==> src/rtl/uint16_bcd_converter_if.sv <==
// Handshake bundle between the calculator stage, the BCD converter and the display.
// valid/ready: a transfer happens on a rising edge where valid=1 and ready=1; valid holds its payload until then.
interface uint16_bcd_converter_if;
    logic        in_valid;
    logic        in_ready;
    logic [15:0] value;
    logic        invalid_in;
    logic        out_valid;
    logic        out_ready;
    logic [19:0] digits;
    logic        out_error;

    modport master (
        output in_valid, value, invalid_in, out_ready,
        input  in_ready, out_valid, digits, out_error
    );

    modport slave (
        input  in_valid, value, invalid_in, out_ready,
        output in_ready, out_valid, digits, out_error
    );
endinterface

==> src/rtl/uint16_bcd_converter.sv <==
// Sequential double-dabble converter: 16-bit unsigned value -> five BCD digits in 16 shift cycles.
// Optional leading-zero blanking is enabled by defining BCD_LEADING_ZERO_BLANK_EN.
module uint16_bcd_converter #(
    parameter logic [3:0] BLANK_CODE = 4'hF
) (
    input  logic                        clk,
    input  logic                        rst_n,
    uint16_bcd_converter_if.slave       bus,
    output logic [1:0]                  fsm_state
);

    typedef enum logic [1:0] {
        IDLE  = 2'd0,
        SHIFT = 2'd1,
        DONE  = 2'd2
    } state_t;

    state_t      state_q, state_n;
    logic [15:0] shift_q, shift_n;
    logic [19:0] bcd_q, bcd_n, bcd_adj;
    logic [4:0]  cnt_q;
    logic [19:0] digits_q, final_digits;
    logic        err_q;
    logic        accept, last_step;

    // One double-dabble step: correct nibbles >= 5, then shift the joint register left.
    always_comb begin
        bcd_adj = bcd_q;
        for (int i = 0; i < 5; i++) begin
            if (bcd_q[4*i +: 4] >= 4'd5)
                bcd_adj[4*i +: 4] = bcd_q[4*i +: 4] + 4'd3;
        end
        {bcd_n, shift_n} = {bcd_adj[18:0], shift_q, 1'b0};
    end

`ifdef BCD_LEADING_ZERO_BLANK_EN
    function automatic logic [19:0] blank_leading(input logic [19:0] d);
        logic lead;
        lead          = 1'b1;
        blank_leading = d;
        for (int i = 4; i >= 1; i--) begin
            if (lead && d[4*i +: 4] == 4'd0)
                blank_leading[4*i +: 4] = BLANK_CODE;
            else
                lead = 1'b0;
        end
    endfunction

    assign final_digits = blank_leading(bcd_n);
`else
    assign final_digits = bcd_n;
`endif

    always_comb begin
        state_n      = state_q;
        bus.in_ready = 1'b0;
        bus.out_valid = 1'b0;
        accept       = 1'b0;
        last_step    = 1'b0;
        case (state_q)
            IDLE: begin
                bus.in_ready = rst_n;
                if (bus.in_valid && rst_n) begin
                    accept  = 1'b1;
                    state_n = bus.invalid_in ? DONE : SHIFT;
                end
            end
            SHIFT: begin
                if (cnt_q == 5'd15) begin
                    last_step = 1'b1;
                    state_n   = DONE;
                end
            end
            DONE: begin
                bus.out_valid = 1'b1;
                if (bus.out_ready)
                    state_n = IDLE;
            end
            default: state_n = IDLE;
        endcase
    end

    always_ff @(posedge clk or negedge rst_n) begin
        if (!rst_n)
            state_q <= IDLE;
        else
            state_q <= state_n;
    end

    always_ff @(posedge clk or negedge rst_n) begin
        if (!rst_n) begin
            shift_q  <= '0;
            bcd_q    <= '0;
            cnt_q    <= '0;
            digits_q <= '0;
            err_q    <= 1'b0;
        end else if (accept) begin
            shift_q <= bus.value;
            bcd_q   <= '0;
            cnt_q   <= '0;
            // An upstream-invalid result skips conversion and is never blanked.
            if (bus.invalid_in) begin
                digits_q <= '0;
                err_q    <= 1'b1;
            end
        end else if (state_q == SHIFT) begin
            shift_q <= shift_n;
            bcd_q   <= bcd_n;
            cnt_q   <= cnt_q + 5'd1;
            if (last_step) begin
                digits_q <= final_digits;
                err_q    <= 1'b0;
            end
        end
    end

    assign bus.digits    = digits_q;
    assign bus.out_error = err_q;
    assign fsm_state     = state_q;

endmodule

==> src/flat_wrapper.sv <==
// flat-port wrapper written by rule: the top's interface ports become plain ports
module uint16_bcd_converter_flat 
#(
    parameter logic [3:0] BLANK_CODE = 4'hF
)
  (clk, rst_n, fsm_state, bus_in_valid, bus_value, bus_invalid_in, bus_out_ready, bus_in_ready, bus_out_valid, bus_digits, bus_out_error);
  uint16_bcd_converter_if bus_i ();
  input  logic clk;
  input  logic rst_n;
  output logic [1:0] fsm_state;
  input wire logic [$bits(bus_i.in_valid)-1:0] bus_in_valid;
  input wire logic [$bits(bus_i.value)-1:0] bus_value;
  input wire logic [$bits(bus_i.invalid_in)-1:0] bus_invalid_in;
  input wire logic [$bits(bus_i.out_ready)-1:0] bus_out_ready;
  output wire logic [$bits(bus_i.in_ready)-1:0] bus_in_ready;
  output wire logic [$bits(bus_i.out_valid)-1:0] bus_out_valid;
  output wire logic [$bits(bus_i.digits)-1:0] bus_digits;
  output wire logic [$bits(bus_i.out_error)-1:0] bus_out_error;
  assign bus_i.in_valid = bus_in_valid;
  assign bus_i.value = bus_value;
  assign bus_i.invalid_in = bus_invalid_in;
  assign bus_i.out_ready = bus_out_ready;
  assign bus_in_ready = bus_i.in_ready;
  assign bus_out_valid = bus_i.out_valid;
  assign bus_digits = bus_i.digits;
  assign bus_out_error = bus_i.out_error;
  uint16_bcd_converter #(.BLANK_CODE(BLANK_CODE)) u_core (.clk(clk), .rst_n(rst_n), .bus(bus_i), .fsm_state(fsm_state));
endmodule
==> config.mk <==
export PLATFORM = sky130hd
export DESIGN_NAME = uint16_bcd_converter_flat
export DESIGN_NICKNAME = d
export VERILOG_FILES = /design/src/rtl/uint16_bcd_converter_if.sv /design/src/rtl/uint16_bcd_converter.sv /design/src/flat_wrapper.sv
export SDC_FILE = /design/constraint.sdc
export NUM_CORES = 1
export LEC_CHECK = 0
export CORE_ASPECT_RATIO = 0.75
export CORE_MARGIN = 3
export CORE_UTILIZATION = 30
export CTS_BUF_LIST = sky130_fd_sc_hd__clkbuf_8
export DETAILED_ROUTE_END_ITERATION = 10
export GPL_TIMING_DRIVEN = 0
export PLACE_DENSITY = 0.56
export SLEW_MARGIN = 20
export SYNTH_ARGS = -nofsm -noshare
export SYNTH_HDL_FRONTEND = slang
export SYNTH_SLANG_ARGS = --single-unit
==> constraint.sdc <==
create_clock -name clk -period 2.1 [get_ports clk]
set_input_delay 0.21 -clock clk [delete_from_list [all_inputs] [get_ports clk]]
set_output_delay 0.21 -clock clk [all_outputs]
set_load 0.005 [all_outputs]
# After elaboration in Yosys (flattened, before gate mapping)
# Cells that the tools add are included.
# Widths: inputs -> output; s select.
# totals
ff_bits,64
input_bits,21
out_inout_bits,25
elab_cells,60
# op_classes
addsub,6
order_cmp,5
eq_ne,7
n_mux,30
reduce_logical,6
# ops
op,count
$mux 20,6
$mux 16,2
$ge 4x3->1 const B,5
$add 4x2->4 const B,4
$mux 4,4
$mux 1,10
$mux 5,2
$mux 2,4
$pmux 2 s3,1
$reduce_and 3->1,2
$add 5x1->5 const B,1
$eq 5x4->1 const B,1
$ne 2x1->1 const B,2
$ne 2x2->1 const B,2
$reduce_bool 2->1,2
$add 3x2->3 const B,1
$mux 3,1
$eq 2x1->1 const B,1
$eq 2x2->1 const B,1
$logic_not 2->1,1
$logic_and 1x1->1,1

# Logic depth before layout (Yosys ltp)
# Gate-level depths: netlist of run 1.
# depth
depth_word,6
depth_mapped,9
mapped_depth_nobuf,7

# Least setup slack after synthesis of run 1
# OpenSTA, ideal clock, no wires.
# synth_path
path_type,flip-flop to flip-flop
from,register u_core.cnt_q[0]
to,register u_core.digits_q[11] (netlist: u_core.bus.digits[11])
arrival_ns,1.591
required_ns,2.005
path_slack_ns,0.413
stages_incl_launch_ff,10
n_path_buf,2
period_less_slack_ns,1.687
path_cell_list,dfrtp_1 ha_1 and3_1 ha_1 nand2_1 a21o_1 buf_2 buf_2 nand2_1 o31ai_1
# synth_via
elab_chain_len,5
# synth_rtl
item,line_no,text
"start, declared",uint16_bcd_converter.sv:21,logic [4:0] cnt_q;
"start signal, assigned",uint16_bcd_converter.sv:109,cnt_q <= cnt_q + 5'd1;
$eq 5x4->1,uint16_bcd_converter.sv:69,if (cnt_q == 5'd15) begin
$mux 1,uint16_bcd_converter.sv:69,
$mux 1,uint16_bcd_converter.sv:60,case (state_q)
$reduce_bool 2->1 (no line),n/a,
$reduce_and 3->1 (no line),n/a,
"end signal, assigned",uint16_bcd_converter.sv:111,digits_q <= final_digits;
"end, declared",uint16_bcd_converter.sv:22,"logic [19:0] digits_q, final_digits;"
# Every way passes these cells.
# A chain may end at the register's enable or synchronous reset.

# Final worst setup path of run 1
# layout_path
from,input rst_n
to,output bus_in_ready
# layout_via
elab_chain_len,1
# layout_rtl
item,line_no,text
"start, declared",flat_wrapper.sv:9,input logic rst_n;
$mux 1,uint16_bcd_converter.sv:60,
"end, declared",flat_wrapper.sv:15,output wire logic [$bits(bus_i.in_ready)-1:0] bus_in_ready;
# Every way passes these cells.

==> results of run 1 <==
==> path summary, 6_finish.rpt <==
check / from / to / slack, ps / depth (start not counted)
worst max-delay path: rst_n / bus_in_ready / 130 / 5
worst min-delay path: rst_n / u_core.bcd_q[9]$_DFFE_PN0P_ / 370 / 3
worst max register to register: u_core.cnt_q[0]$_DFFE_PN0P_ / u_core.bus.digits[2]$_DFFE_PN0P_ / 200 / 9
worst min register to register: u_core.bus.digits[7]$_DFFE_PN0P_ / u_core.bus.digits[7]$_DFFE_PN0P_ / 470 / 2
max in group asynchronous: rst_n / u_core.shift_q[8]$_DFFE_PN0P_ / 1520 / 3
min in group clk: bus_value[14] / u_core.shift_q[14]$_DFFE_PN0P_ / 410 / 3
==> cells in the mapped netlist (all sizes together), types with 2 or more instances <==
cell type / n / area, sq um
ha: 12 / 150
inv: 12 / 45.0
nor2: 8 / 37.5
o31ai: 6 / 45.0
and3: 2 / 12.5
mux2: 5 / 56.3
a21oi: 24 / 124
dfrtp: 64 / 1600
a22oi: 13 / 97.6
nand3: 12 / 60.1
nand2b: 7 / 43.8
mux2i: 2 / 20.0
xnor2: 5 / 43.8
buf: 15 / 87.6
nand2: 63 / 236
nor3b: 5 / 37.5
and2: 5 / 31.3
clkbuf: 2 / 7.51
o21ai: 47 / 235
==> cells by family after synthesis <==
logic type / count (synthesis) / share of synthesized area, %
AND/OR/NAND/NOR: 106 / 16.0
adder cells (fa/ha/maj): 12 / 4.92
multiplexers: 7 / 2.50
XOR/XNOR: 6 / 1.72
flip-flops: 64 / 52.5
buffers and inverters: 29 / 4.60
AO/OA/AOI/OAI: 94 / 17.7
==> state kept, by name, indices dropped and copies added (netlist names) <==
register	flops
u_core.bus.digits	20
u_core.fsm_state	2
u_core.shift_q	16
u_core.cnt_q	5
u_core.bus.out_error	1
u_core.bcd_q	20
==> report_power, final <==
part	total (mW)	switching, mW	internal (mW)	leakage [nW]
clock network	1.22	0.466	0.758	0.125
registers	2.06	0.351	1.71	0.836
logic	2.31	1.26	1.05	0.788
total	5.59	2.08	3.51	1.75
==> critical path, stage by stage <==
cell,delay [ps]
dlygate4sd3_1,520
buf_4,140
buf_12,220
and2_1,160
clkdlybuf4s50_1,490
==> through the flow <==
stage                     TNS (ps)  instances  utilization, %  worst slack, ps  cell area (sq um)
after CTS                        0        514            40.4             61.0               3950
after global routing             0        514            40.4             23.2               3950
final                            0        514            40.4              127               3950
after global placement     -229830        495            37.5            -2580               3660
after floorplan                  0        318               -              413               3050
after detailed placement         0        496            37.7             72.9               3680
==> routing by layer <==
| layer | up-vias | part of all wire (%) | GRT usage [%] | routed length, microns |
|---|---|---|---|---|
| li1 | 1214 | - | - | - |
| met1 | 1165 | 50 | 19.8 | 3690 |
| met2 | 49 | 45 | 21.5 | 3310 |
| met3 | 5 | 4.2 | 3.99 | 308 |
| met4 | 0 | 0.83 | 4.47 | 61 |
| met5 | - | 0 | 0 | 0 |
==> cell type report <==
class	instances	area (sq um)	area share, %
tap	132	165	4.18
clock inverter	4	67.6	1.71
multi-input combinational	225	1310	33.1
sequential	64	1600	40.5
clock buffer	12	165	4.18
timing repair buffer	48	498	12.6
buffer	17	103	2.60
inverter	12	45.0	1.14
==> what timing repair did <==
| action | in CTS | in global routing |
|---|---|---|
| hold buffers | 2 | 0 |
| resized for setup | 0 | 5 |
| hold endpoints to repair | 30 | 0 |
| endpoints found under the setup margin | 0 | 20 |
==> results.yml, run 1 <==
clocking:
  ctsLongestPathBuffers: 2
  numCtsBuffers: 9
  cts_root_buffer: "clkbuf_8"
  clk_pin_slew_ps: 70
  cts.sinks: 64
  cts_tree: "built"
  clkLatencyLatePin_ps: 340
  cts_setup_buffers: 0
  htree_num_levels: 3
floorplanning:
  die_w_microns: 122
  initial_utilization_pct: 31.2
  die-area_sq_um: 11400
  ios: 46
  rows: 31
  core_area_sq_um: 9770
  die_height_microns: 93.3
sta:
  final-max-slew-violation-count: 0
  fin_hold_ws_ps: 374
  fin_crit_ps: 1970
  fmax_mhz: 507
  tightest_slew_ps: 535
  maxSlewHeadroom_pct: 64.3
  setup_viol: 0
  rsz0062_at_grt: "false"
  finalClockSkew_ps: 8.05
  final_hold_viol_count: 0
  period_share_pct: 94.0
critical_path:
  endpoint_kind: "output port"
  cp_data_arrival_time_ps: 1760
  cp.required_ps: 1890
  critPathLaunchType: "input pin"
  path_class: "in2out"
  critPathMaxFanout: 38
detailed_routing:
  drc: 0
  drtIter0Drc: 123
  antenna_left: 0
  drtPass1Iterations: 4
  routedWlPerCell_microns: 14.3
  vias: 2433
  totalWireLength_mm: 7.37
  via_per_inst: 4.73
synth:
  synth_edf_count: 0
  ys.flop_type: "dfrtp_1"
  ys_warn_count: 0
  synth_cells: 318
  ys_ff_latch: 64
  synth-seq-area-share_pct: 52.5
  syn_area_sq_um: 3050
  syn_nets: 351
  async_flop_share_pct: 100
  ys_types: 32
  synth.avg_cell_area_sq_um: 9.59
grt:
  antenna_found_initial: 0
  grt_pass1_vias: 2454
  overflow: 0
  grt_max_degree: 39
  grt_pass1_wl_mm: 12.6
  grt_util_all_layers_pct: 14.2
outcome:
  status: "finished clean"
placed_design:
  dp_hpwl_mm: 5.27
  finalWeightedCongestion: 0.809
  io_buffers: 45
finish:
  nets: 410
  drive_gt1_share_pct: 10.5
  final_common_cell: "dfrtp_1"
  layout_common_cells: "64 x dfrtp_1, 63 x nand2_1, 44 x clkdlybuf4s50_1"
  fillCellCount: 990
  num_antenna_cells: 0
  areaGrowthSynthToFinish_pct: 29.6
pwr:
  vdd_drop_max_v: 0.000431
  power_mw: 5.59
  cellPowerDensity_nw_per_um2: 1420
  leakage_nw: 1.75
run:
  cap_violations: 0
min_path:
  hold_class: "in2async"
Power figures use the tool's default switching activity.
==> inputs of run 2 (changes only) <==
PLACE_DENSITY = not set   (was 0.56)
==> results.yml, run 2 (synthesis results as in run 1) <==
outcome:
  status: "finished clean"
floorplanning:
  core_area_sq_um: 9770
  die-area_sq_um: 11400
  die_w_microns: 122
  initial_utilization_pct: 31.2
  die_height_microns: 93.3
  ios: 46
  rows: 31
placed_design:
  dpl_cell_area_sq_um: 3690
  place_inst: 496
  finalWeightedCongestion: 0.830
  io_buffers: 45
  dp_hpwl_mm: 5.11
critical_path:
  path_class: "in2out"
  cp_data_arrival_time_ps: 1790
  endpoint_kind: "output port"
  critPathMaxFanout: 48
  critPathLaunchType: "input pin"
  rrSetupSlack_ps: 210
  cp.required_ps: 1890
finish:
  nets: 410
  instances_no_fill: 514
  final_area_sq_um: 3930
  layout_common_cells: "64 x dfrtp_1, 63 x nand2_1, 44 x clkdlybuf4s50_1"
  fillCellCount: 961
  final_common_cell: "dfrtp_1"
  drive_gt1_share_pct: 10.7
  num_antenna_cells: 0
  areaGrowthSynthToFinish_pct: 29.0
clocking:
  clkLatencyLatePin_ps: 360
  ctsLongestPathBuffers: 2
  htree_num_levels: 3
  cts.sinks: 64
  cts_root_buffer: "clkbuf_8"
  clk_pin_slew_ps: 70
  cts_tree: "built"
  numCtsBuffers: 9
pwr:
  cellPowerDensity_nw_per_um2: 1410
  p_seq_share_pct: 37.1
  p_sw_share_pct: 38.3
  vdd_drop_max_v: 0.000450
  p_clk_share_pct: 21.4
  p_int_mw: 3.42
  p_comb_share_pct: 41.5
  leakage_nw: 1.73
  p_switching_mw: 2.12
grt:
  met1_usage_pct: 18.9
  grt_pass1_wl_mm: 12.2
  grt_max_degree: 49
  antenna_found_initial: 0
  overflow: 0
  gr-usage-met2_pct: 20.8
  busiest_layer: "met2"
  grt_util_all_layers_pct: 13.8
  grt_use_met3_pct: 5.02
  grt_pass1_vias: 2448
detailed_routing:
  via_per_inst: 4.83
  routedWlPerCell_microns: 14.1
  totalWireLength_mm: 7.26
  drtIter0Drc: 140
  drc: 0
  drtPass1Iterations: 4
  vias: 2481
  antenna_left: 0
sta:
  period_share_pct: 95.1
  setup_viol: 0
  rsz0062_at_grt: "false"
  tightest_slew_ps: 936
  fin_crit_ps: 2000
  fmax_mhz: 501
  final-max-slew-violation-count: 0
  maxSlewHeadroom_pct: 37.4
  finalClockSkew_ps: 14.0
  final_hold_viol_count: 0
min_path:
  hold_class: "in2async"
run:
  cap_violations: 0
## run 2: cell count changes in the layout (fill, tap and decap cells not counted), sizes merged
cell,before,now
clkbuf,15,11
clkinv,0,3
clkinvlp,0,1
dlygate4sd3,1,2
inv,14,13
## run 2: worst max-delay path, stage by stage
cell and delay [ps]:
dlygate4sd3_1 520, buf_4 130, buf_16 230, and2_1 170
clkdlybuf4s50_1 490
## run 2: routing by layer
layer / vias up / routed length [microns]
li1: 1219 / -
met3: 6 / 407
met5: - / 0
met1: 1205 / 3520
met2: 51 / 3260
met4: 0 / 68
## run 2: layout make-up
cell class | count | area, sq um | share of cell area (%)
clock inverter | 7 | 95.1 | 2.42
multi-input combinational | 225 | 1310 | 33.2
buffer | 17 | 100 | 2.54
tap | 132 | 165 | 4.20
inverter | 12 | 45.0 | 1.15
clock buffer | 9 | 124 | 3.15
sequential | 64 | 1600 | 40.7
timing repair buffer | 48 | 495 | 12.6
## run 2: metrics by stage
step	worst slack, ps	power (mW)	TNS (ps)	utilization (%)	hold slack (ps)
final	104	5.54	0	40.2	374
after global routing	4.33	6.05	0	40.2	390
after CTS	73.7	5.61	0	40.2	364
after detailed placement	129	4.39	0	37.7	128
after global placement	-2550	4.31	-228870	37.5	461
after floorplan	413	3.58	0	-	-85.6
## run 2: power groups by stage
stage               Combinational [mW]  Clock (mW)  Sequential (mW)
finish                            2.30        1.19             2.06
global route                      2.64        1.27             2.14
CTS                               2.33        1.22             2.06
detailed placement                2.31           0             2.08
global placement                  2.24           0             2.06
floorplan                         1.58           0             2.00
## run 2: final timing paths
check	to	start	cells past startpoint
worst min-delay path	u_core.bus.digits[8]$_DFFE_PN0P_	rst_n	3
worst max register to register	u_core.bus.digits[2]$_DFFE_PN0P_	u_core.cnt_q[0]$_DFFE_PN0P_	9
min in group clk	u_core.fsm_state[1]$_DFFE_PN0P_	bus_out_ready	2
worst max-delay path	bus_in_ready	rst_n	5
worst min register to register	u_core.shift_q[3]$_DFFE_PN0P_	u_core.shift_q[3]$_DFFE_PN0P_	2
max in group asynchronous	u_core.bcd_q[3]$_DFFE_PN0P_	rst_n	3
## run 2: repair_timing
item	in CTS	in global routing
gates resized for setup	0	4
hold buffers	2	0
endpoints found under the hold margin	20	0
setup buffers	0	0
endpoints found under the setup margin	0	18
==> inputs of run 3 (changes only) <==
MAX_ROUTING_LAYER = met4   (was not set)
SKIP_LAST_GASP = 1   (was not set)
==> results.yml, run 3 (synthesis results as in run 1) <==
outcome:
  status: "finished clean"
grt:
  grt_pass1_vias: 2450
  grt_max_degree: 49
  met1_usage_pct: 18.9
  grt_use_met3_pct: 5.02
  busiest_layer: "met2"
  antenna_found_initial: 0
  grt_pass1_wl_mm: 12.2
  grt_util_all_layers_pct: 14.2
  overflow: 0
  gr-usage-met2_pct: 20.8
sta:
  finalClockSkew_ps: 13.7
  setup_tns_ps: 0
  fmax_mhz: 501
  final.setup.worst_slack_ps: 103
  maxSlewHeadroom_pct: 37.7
  tightest_slew_ps: 932
  final-max-slew-violation-count: 0
  setup_viol: 0
  rsz0062_at_grt: "false"
  period_share_pct: 95.1
  final_hold_viol_count: 0
  fin_crit_ps: 2000
critical_path:
  regToRegStartpoint: "u_core.cnt_q[0]$_DFFE_PN0P_"
  path_class: "in2out"
  critPathLaunchType: "input pin"
  cp.required_ps: 1890
  max_stage_delay_ps: 520
  ff2ff_path_depth: 9
  worst-path-buf-inv: 4
  cp_data_arrival_time_ps: 1790
  endpoint_kind: "output port"
  critical-path-top-delay-family: "buffers and inverters"
  critPathMaxFanout: 48
  critPathLaunch: "rst_n"
  rrSetupSlack_ps: 210
  crit_slowest_cell: "dlygate4sd3_1"
  reg2reg_to: "u_core.bus.digits[2]$_DFFE_PN0P_"
  path_cells: "dlygate4sd3_1, buf_4, buf_16, and2_1, clkdlybuf4s50_1"
detailed_routing:
  drc: 0
  vias: 2482
  totalWireLength_mm: 7.29
  drtPass1Iterations: 4
  routedWlPerCell_microns: 14.2
  antenna_left: 0
  via_per_inst: 4.83
  drtIter0Drc: 134
placed_design:
  io_buffers: 45
  finalWeightedCongestion: 0.843
  dp_hpwl_mm: 5.11
  dp_slack_ps: 129
  dpl_cell_area_sq_um: 3690
  place_inst: 496
clocking:
  numCtsBuffers: 9
  ctsLongestPathBuffers: 2
  cts.sinks: 64
  cts_setup_buffers: 0
  clkLatencyLatePin_ps: 360
  cts_root_buffer: "clkbuf_8"
  cts_tree: "built"
  htree_num_levels: 3
  clk_pin_slew_ps: 70
floorplanning:
  rows: 31
  die-area_sq_um: 11400
  core_area_sq_um: 9770
  die_height_microns: 93.3
  initial_utilization_pct: 31.2
  die_w_microns: 122
  ios: 46
finish:
  fillCellCount: 961
  instances_no_fill: 514
  final_common_cell: "dfrtp_1"
  areaGrowthSynthToFinish_pct: 29.0
  drive_gt1_share_pct: 10.7
  nets: 410
  multi_input_area_sq_um: 1310
  num_antenna_cells: 0
  postLayoutCoreUtil_pct: 40.2
  final_area_sq_um: 3930
  layout_common_cells: "64 x dfrtp_1, 63 x nand2_1, 44 x clkdlybuf4s50_1"
  seq_area_sq_um: 1600
pwr:
  p_seq_share_pct: 37.1
  vdd_drop_max_v: 0.000450
  cellPowerDensity_nw_per_um2: 1410
  p_int_mw: 3.42
  leakage_nw: 1.73
  p_comb_share_pct: 41.5
  p_clk_share_pct: 21.4
  p_switching_mw: 2.13
  p_sw_share_pct: 38.3
min_path:
  hold_class: "in2async"
run:
  cap_violations: 0
run 3: cell counts in the layout (fill, tap and decap cells not counted):
No cell type changed its count.
run 3: how the worst max path moves through the flow:
stage	endpoint	slack (ps)	cells past startpoint
floorplan	u_core.bus.digits[11]$_DFFE_PN0P_	410	9
global placement	u_core.bcd_q[1]$_DFFE_PN0P_	-2550	5
detailed placement	u_core.bus.digits[2]$_DFFE_PN0P_	130	9
CTS	bus_in_ready	70	5
global route	u_core.bus.digits[7]$_DFFE_PN0P_	4	9
finish	bus_in_ready	100	5
run 3: layout make-up:
| type | instances | area share (%) |
|---|---|---|
| buffer | 17 | 2.54 |
| clock buffer | 9 | 3.15 |
| clock inverter | 7 | 2.42 |
| inverter | 12 | 1.15 |
| multi-input combinational | 225 | 33.2 |
| sequential | 64 | 40.7 |
| tap | 132 | 4.20 |
| timing repair buffer | 48 | 12.6 |
run 3: power groups by stage:
| stage | sequential [mW] | clock [mW] | combinational, mW |
|---|---|---|---|
| floorplan | 2.00 | 0 | 1.58 |
| global placement | 2.06 | 0 | 2.24 |
| detailed placement | 2.08 | 0 | 2.31 |
| CTS | 2.06 | 1.22 | 2.33 |
| global route | 2.14 | 1.27 | 2.64 |
| finish | 2.06 | 1.19 | 2.30 |
run 3: through the flow:
| step | hold WS [ps] | total power [mW] |
|---|---|---|
| after floorplan | -85.6 | 3.58 |
| after CTS | 364 | 5.61 |
| after global placement | 461 | 4.31 |
| final | 371 | 5.55 |
| after global routing | 390 | 6.05 |
| after detailed placement | 128 | 4.39 |
run 3: timing repair:
item                                   4_1_cts  5_1_grt
setup endpoints to repair                    0       18
hold buffers                                 2        0
endpoints found under the hold margin       20        0
resized for setup                            0        4
run 3: metal layers:
layer / part of all wire [%] / wire [microns] / vias up
li1: - / - / 1219
met1: 48 / 3530 / 1206
met2: 45 / 3280 / 50
met3: 5.7 / 413 / 7
met4: 0.88 / 64 / 0
met5: 0 / 0 / -
run 3: worst register-to-register path, cell delays in order, from the launching register on:
cell	delay, ps
dfrtp_1	410
ha_1	230
and3_1	180
ha_1	210
nand2_1	70
a21o_1	90
buf_2	230
buf_4	230
nand2_1	80
o21ai_1	80
